==> src/rtl/dma_sequencer_n.sv <==
// N-channel DMA sequencer: arbitrates device requests onto one dma_access port, routes completions back via a tag FIFO.
// One IDLE cycle per grant; ack/done/rd are combinational; grants stall while OUTST transactions are outstanding.

module fifo #(
  parameter int W     = 8,
  parameter int DEPTH = 2,
  parameter int CNTW  = $clog2(DEPTH + 1)
) (
  input  logic            clk,
  input  logic            rst_n,
  input  logic            wr_vld,
  output logic            wr_rdy,
  input  logic [W-1:0]    wr_dat,
  output logic            rd_vld,
  input  logic            rd_rdy,
  output logic [W-1:0]    rd_dat,
  output logic [CNTW-1:0] cnt
);
  localparam int PW = (DEPTH > 1) ? $clog2(DEPTH) : 1;

  logic [W-1:0]  mem [DEPTH];
  logic [PW-1:0] wr_ptr;
  logic [PW-1:0] rd_ptr;
  logic          do_wr;
  logic          do_rd;

  assign wr_rdy = (cnt != CNTW'(DEPTH));
  assign rd_vld = (cnt != '0);
  assign do_wr  = wr_vld && wr_rdy;
  assign do_rd  = rd_vld && rd_rdy;
  assign rd_dat = mem[rd_ptr];

  // Depth need not be a power of two, so pointers wrap explicitly.
  function automatic logic [PW-1:0] nxt(input logic [PW-1:0] p);
    return (p == PW'(DEPTH - 1)) ? '0 : p + 1'b1;
  endfunction

  always_ff @(posedge clk) begin
    if (do_wr) mem[wr_ptr] <= wr_dat;
  end

  always_ff @(posedge clk or negedge rst_n) begin
    if (!rst_n) begin
      wr_ptr <= '0;
      rd_ptr <= '0;
      cnt    <= '0;
    end else begin
      if (do_wr) wr_ptr <= nxt(wr_ptr);
      if (do_rd) rd_ptr <= nxt(rd_ptr);
      if (do_wr && !do_rd)      cnt <= cnt + 1'b1;
      else if (do_rd && !do_wr) cnt <= cnt - 1'b1;
    end
  end
endmodule

module dma_sequencer_n #(
  parameter int NCH   = 4,
  parameter int AW    = 21,
  parameter int DW    = 8,
  parameter int OUTST = 2,
  parameter int RR    = 1
) (
  input  logic              clk,
  input  logic              rst_n,
  input  logic [NCH-1:0]    req,
  input  logic [NCH-1:0]    rnw,
  input  logic [NCH*AW-1:0] addr,
  input  logic [NCH*DW-1:0] wd,
  output logic [NCH-1:0]    ack,
  output logic [NCH-1:0]    done,
  output logic [DW-1:0]     rd,
  output logic              dma_req,
  output logic              dma_rnw,
  output logic [AW-1:0]     dma_addr,
  output logic [DW-1:0]     dma_wd,
  input  logic              dma_ack,
  input  logic              dma_end,
  input  logic [DW-1:0]     dma_rd,
  output logic [3:0]        outstanding,
  output logic              err_unf
);
  localparam int CW   = (NCH > 1) ? $clog2(NCH) : 1;
  localparam int CNTW = $clog2(OUTST + 1);

  typedef enum logic {S_IDLE, S_REQ} state_t;

  state_t          state;
  logic [CW-1:0]   cur;
  logic [CW-1:0]   rr_ptr;
  logic [CW-1:0]   winner;
  logic [CW-1:0]   idx;
  logic            found;
  logic [CW-1:0]   tag_head;
  logic [CNTW-1:0] tag_cnt;
  logic            tag_wr_rdy;
  logic            tag_vld;
  logic            tag_push;
  logic            grant;

  // Search order starts one past the last grant in round-robin mode, at channel 0 otherwise.
  always_comb begin
    winner = '0;
    found  = 1'b0;
    idx    = '0;
    for (int i = 0; i < NCH; i++) begin
      if (RR != 0) idx = CW'((int'(rr_ptr) + 1 + i) % NCH);
      else         idx = CW'(i);
      if (!found && req[idx]) begin
        winner = idx;
        found  = 1'b1;
      end
    end
  end

  assign grant    = (state == S_IDLE) && found && tag_wr_rdy;
  assign tag_push = (state == S_REQ) && dma_ack;

  fifo #(.W(CW), .DEPTH(OUTST), .CNTW(CNTW)) u_tag_fifo (
    .clk    (clk),
    .rst_n  (rst_n),
    .wr_vld (tag_push),
    .wr_rdy (tag_wr_rdy),
    .wr_dat (cur),
    .rd_vld (tag_vld),
    .rd_rdy (dma_end),
    .rd_dat (tag_head),
    .cnt    (tag_cnt)
  );

  always_comb begin
    ack  = '0;
    done = '0;
    if (tag_push)           ack[cur]       = 1'b1;
    if (dma_end && tag_vld) done[tag_head] = 1'b1;
  end

  assign rd          = dma_rd;
  assign outstanding = 4'(tag_cnt);
  assign dma_rnw     = rnw[cur];
  assign dma_addr    = addr[int'(cur)*AW +: AW];
  assign dma_wd      = wd[int'(cur)*DW +: DW];

  // dma_req stays up until dma_ack even if the device drops req meanwhile.
  always_ff @(posedge clk or negedge rst_n) begin
    if (!rst_n) begin
      state   <= S_IDLE;
      dma_req <= 1'b0;
      cur     <= '0;
      rr_ptr  <= CW'(NCH - 1);
      err_unf <= 1'b0;
    end else begin
      if (dma_end && !tag_vld) err_unf <= 1'b1;
      case (state)
        S_IDLE: begin
          if (grant) begin
            cur     <= winner;
            rr_ptr  <= winner;
            dma_req <= 1'b1;
            state   <= S_REQ;
          end
        end
        S_REQ: begin
          if (dma_ack) begin
            dma_req <= 1'b0;
            state   <= S_IDLE;
          end
        end
        default: state <= S_IDLE;
      endcase
    end
  end
endmodule

==> config.mk <==
export PLATFORM = sky130hd
export DESIGN_NAME = dma_sequencer_n
export DESIGN_NICKNAME = d
export VERILOG_FILES = /design/src/rtl/dma_sequencer_n.sv
export SDC_FILE = /design/constraint.sdc
export NUM_CORES = 1
export LEC_CHECK = 0
export CAP_MARGIN = 20
export CORE_ASPECT_RATIO = 1.5
export CORE_UTILIZATION = 24
export DETAILED_ROUTE_END_ITERATION = 12
export GPL_TIMING_DRIVEN = 0
export PLACE_DENSITY_LB_ADDON = 0.2
export SYNTH_ARGS = -nofsm -noshare
export SYNTH_HDL_FRONTEND = slang
export SYNTH_SLANG_ARGS = --single-unit
==> constraint.sdc <==
create_clock -name clk -period 1.72 [get_ports clk]
set_input_delay 0.43 -clock clk [delete_from_list [all_inputs] [get_ports clk]]
set_output_delay 0.43 -clock clk [all_outputs]
set_load 0.02 [all_outputs]
==> results.md <==
Detailed routing:
- After detailed routing, the number of remaining DRC violations is 0.
- Detailed routing inserted a total of 1917 vias.
- The routed length per placed instance is 18.4 µm.
- The average via count per standard cell is 4.82.
- In this run the remaining antenna-violating nets after routing total 0.
- The pre-antenna-repair detailed-routing pass consisted of 2 iterations.
- For this block, the initial DRC count from the detailed router was 39.
- The final routed wirelength across all metal layers is 7310 µm.

Hold path:
- The min-delay analysis places its worst path in the category reg2reg.
- The number of instances on the worst hold path is 1.

STA:
- The sum of negative setup slack is -9.01 ns.
- In the finished design, the share of the clock period the worst path needs comes to 118%.
- The final number of max-transition violations came to 0.
- The setup violation total in the final timing report is 34.
- The hold slack is 0.456 ns.
- For this run, the top clock speed supported by timing is 0.493 GHz.
- The largest clock skew in the final design is 0.00356 ns.
- Setup repair after global routing could not meet its margin everywhere.
- The number of hold violations in the final report was 0.
- Once routing completed, OpenROAD measured the worst setup slack at -0.310 ns.
- The minimum clock period is 2.03 ns.

Pwr:
- The peak ir drop on the vdd network is 0.843 mV.
- The share of total power in sequential cells is 13.4%.
- Overall power consumption after layout is estimated at 5.32 mW.
- The clock network is responsible for 5.2% of the overall power.
- The analysis attributes to net switching a power of 2.17 mW.
- For this design the ratio of total power to cell area is 1400 nW/µm².
- The leakage component of the power is 1.56 nW.
- Internal power comes to 3.16 mW.
- Combinational logic burns 81.4% of the power.
- The fraction of power spent switching nets is 40.7%.

Worst setup path:
- The cell family contributing the most delay on the critical path is multiplexers.
- For the worst flop-to-flop path, the logic depth is 7.
- The worst-path cell with the longest stage delay is mux4_2.
- Tracing the worst setup path back leads to its startpoint at cur[0].
- At the worst endpoint, the arrival time is 1.60 ns.
- STA classifies the critical path startpoint as a flip-flop.
- The minimum setup slack among reg-to-reg paths is 0.17 ns.
- The endpoint kind of the worst setup timing path is an output pin.
- Counting buffers and inverters, the worst setup path is 4 cells deep.
- The buffering stage count on the worst path with inverters included is 3.
- The required time at the worst-slack endpoint is 1.29 ns.
- The highest cell delay on the worst timing path is 0.50 ns.
- The most numerous cell type found on the critical path is buf_6.
- The endpoint of the lowest-slack register-to-register path is u_tag_fifo.cnt[1].
- The capturing instance or port of the critical path is dma_wd[5].
- The startpoint identified for the worst register-to-register timing path is u_tag_fifo.cnt[0].
- The type of the worst setup path is reg2out.
- Walking the worst path, the cells encountered are buf_6, clkbuf_16, mux4_2, buf_6.
- Of all nets on the critical path, the largest fanout is 7.

Global route:
- The initial antenna violation count is 1.
- The maximum number of pins on one net before global-route repair is 12.
- Global routing used 6.31% of the available met3 tracks.
- The met1 track utilization from global routing is 19.3%.
- The via count of the first global-routing pass is 1969.
- The first global-routing pass estimated 9780 µm of wire.
- The most utilized layer in the global route result is met2.
- The total routing usage reported by global routing is 19.6%.
- For met2 alone, demand over resource in global routing was 38.2%.
- The aggregate global routing overflow is 0.

Synth:
- The number of distinct library cells after synthesis is 34.
- The cell with the most instances after synthesis is mux4_2.
- After synthesis the netlist holds a flip-flop and latch count of 15.
- Counting flops with an async set or reset pin after synthesis yields a share of 73.3%.
- The count of warnings emitted by yosys is 0.
- Among all flip-flop cells after synthesis, the most frequent one is dfrtp_1.
- After synthesis the cells add up to 1570 µm².
- The top cell type's share of synthesized area is 43.0%.
- The biggest area consumer among synthesized cells is mux4_2.
- The portion of the post-synthesis area used by sequential elements is 25.3%.
- The number of enable flip-flop cells after synthesis is 4.
- Counting every instance in the synthesized netlist gives 129.
- In the synthesized netlist, the cells that appear most often are mux4_2, buf_4, dfrtp_1, nor2_1, inv_1.
- Yosys attributes the largest share of cell area to mux4_2, dfrtp_1, edfxtp_1.
- The mean instance size in the synthesized netlist is 12.2 µm².

Floorplan:
- 188 I/O pins were placed.
- The die boundary width is 68.1 µm.
- The floorplan core area is 6220 µm².
- The initial utilization of the core area, before any placement, comes to 25.3%.
- The area of the die is 6890 µm².
- The number of cell rows is 35.
- The overall die height is 101 µm.

Finish:
- With fillers left out, the area of the finished cells amounts to 3800 µm².
- The share of cells above drive strength 1 is 37.5%.
- The growth of design area from synthesis to finish is 142%.
- The total of fill cells in the finished design is 532.
- The total area of multi-input combinational cells is 1110 µm².
- The sequential cells in the finished layout cover a total of 402 µm².
- The count of nets after finishing is 461.

Place:
- The post-placement cell area is 3450 µm².
- The count of buffers added on input and output ports is 177.
- The total half-perimeter wirelength after legalization and detailed placement is 6200 µm.
- The minimum setup slack after placement is -0.700 ns.
- At the end of routability-driven placement, the weighted congestion stood at 0.838.

CTS:
- The maximum level of the CTS H-tree is 1.
- The count of hold-fix buffers inserted at cts is 0.
- The clock transition time at the flip-flop clock pins of the worst setup and hold paths is 0.06 ns.
- For the worst-skew pair, the clock arrives at the later sink with an insertion delay of 0.24 ns.
- The TritonCTS clock tree is built.
- The library cell used as clock root buffer is clkbuf_8.
- The clock drives 15 sinks.
- The longest clock path from root to sink contains 2 buffers.
- The number of buffers added by the clock tree synthesis step is 3.

Run status:
- The checks that failed: negative setup slack.
- The run finished, with violations left.

Job:
- The tool flagged a number of max-cap violations equal to 0.
==> cell families (layout without fill, tap and decap cells) <==
logic type                 count (synthesis)  after routing  share of synthesized area (%)
muxes                                     31             31                           43.7
other                                      1              3                          0.238
buffers and inverters                     27            220                           9.31
adders and majority gates                  1              1                          0.795
xor gates and xnor gates                   5              5                           2.78
and+or+nand+nor                           32             32                           10.3
DFF                                       15             15                           25.3
AOI/OAI and AO/OA                         17             17                           7.56
==> cells in the final DEF, fill, tap and decap left out, drive strengths merged <==
master,synthesis,layout
dlymetal6s2s,0,2
mux2,1,1
edfxtp,4,4
o31ai,4,4
a2bb2oi,1,1
xnor2,2,2
mux4,30,30
nor4,2,2
and2,1,1
o21ai,3,3
a31oi,1,1
dfrtp,9,9
conb,1,2
o32a,1,1
clkbuf,4,9
a21o,1,1
nor3,6,6
buf,16,64
nor3b,2,2
ha,1,1
nand3,1,1
nand2b,2,2
dfstp,2,2
a21oi,3,3
clkdlybuf4s50,0,124
diode,0,1
dlygate4sd2,0,13
nand3b,1,1
a32oi,3,3
nor2,9,9
nand2,5,5
inv,7,7
or3,1,1
nor2b,2,2
xor2,3,3
clkinv,0,1
==> metal layers <==
layer | up-vias | part of all wire (%)
met3 | 7 | 11
met2 | 126 | 57
met4 | 0 | 1.0
li1 | 891 | -
met5 | - | 0
met1 | 893 | 31
==> power by group through the flow <==
stage / Clock, mW / Combinational, mW / Sequential [mW]
3_3_place_gp: 0 / 3.59 / 0.684
2_1_floorplan: 0 / 2.11 / 0.703
4_1_cts: 0.285 / 3.58 / 0.724
5_1_grt: 0.298 / 4.59 / 0.740
3_5_place_dp: 0 / 3.62 / 0.690
6_report: 0.276 / 4.33 / 0.716
==> per-stage QoR <==
| stage | util [%] | std cells |
|---|---|---|
| final | 61.1 | 398 |
| after detailed placement | 55.5 | 381 |
| after global placement | 55.5 | 381 |
| after floorplan | - | 130 |
| after CTS | 56.1 | 390 |
| after global routing | 61.1 | 398 |
==> state kept, by name, indices dropped and copies added (netlist names) <==
signal / cells
rr_ptr: 2
u_tag_fifo.cnt: 2
cur: 2
u_tag_fifo.rd_ptr: 1
u_tag_fifo.wr_ptr: 1
dma_req: 1
u_tag_fifo.mem: 4
err_unf: 1
state: 1
==> cell type report <==
type	count	share of cell area [%]
sequential	15	10.6
clock buffer	3	1.09
multi-input combinational	88	29.1
tap	74	2.44
buffer	19	5.26
inverter	7	0.823
timing repair buffer	190	50.5
antenna	1	0.0658
clock inverter	1	0.132
==> timing repair <==
action                                  4_1_cts  5_1_grt
endpoints found under the setup margin       47       41
hold endpoints to repair                      0        0
gates resized for setup                     210       79
pin swaps                                     2        6
setup buffers                                 6        5
cloned                                        0        2
==> worst min path at each step <==
stage	slack [ns]	start	to
4_1_cts	0.46	err_unf	err_unf
6_report	0.46	err_unf	err_unf
3_5_place_dp	0.45	err_unf	err_unf
3_3_place_gp	0.44	err_unf	err_unf
5_1_grt	0.50	err_unf	err_unf
2_1_floorplan	0.13	rst_n	cur[0]
Power figures use the tool's default switching activity.
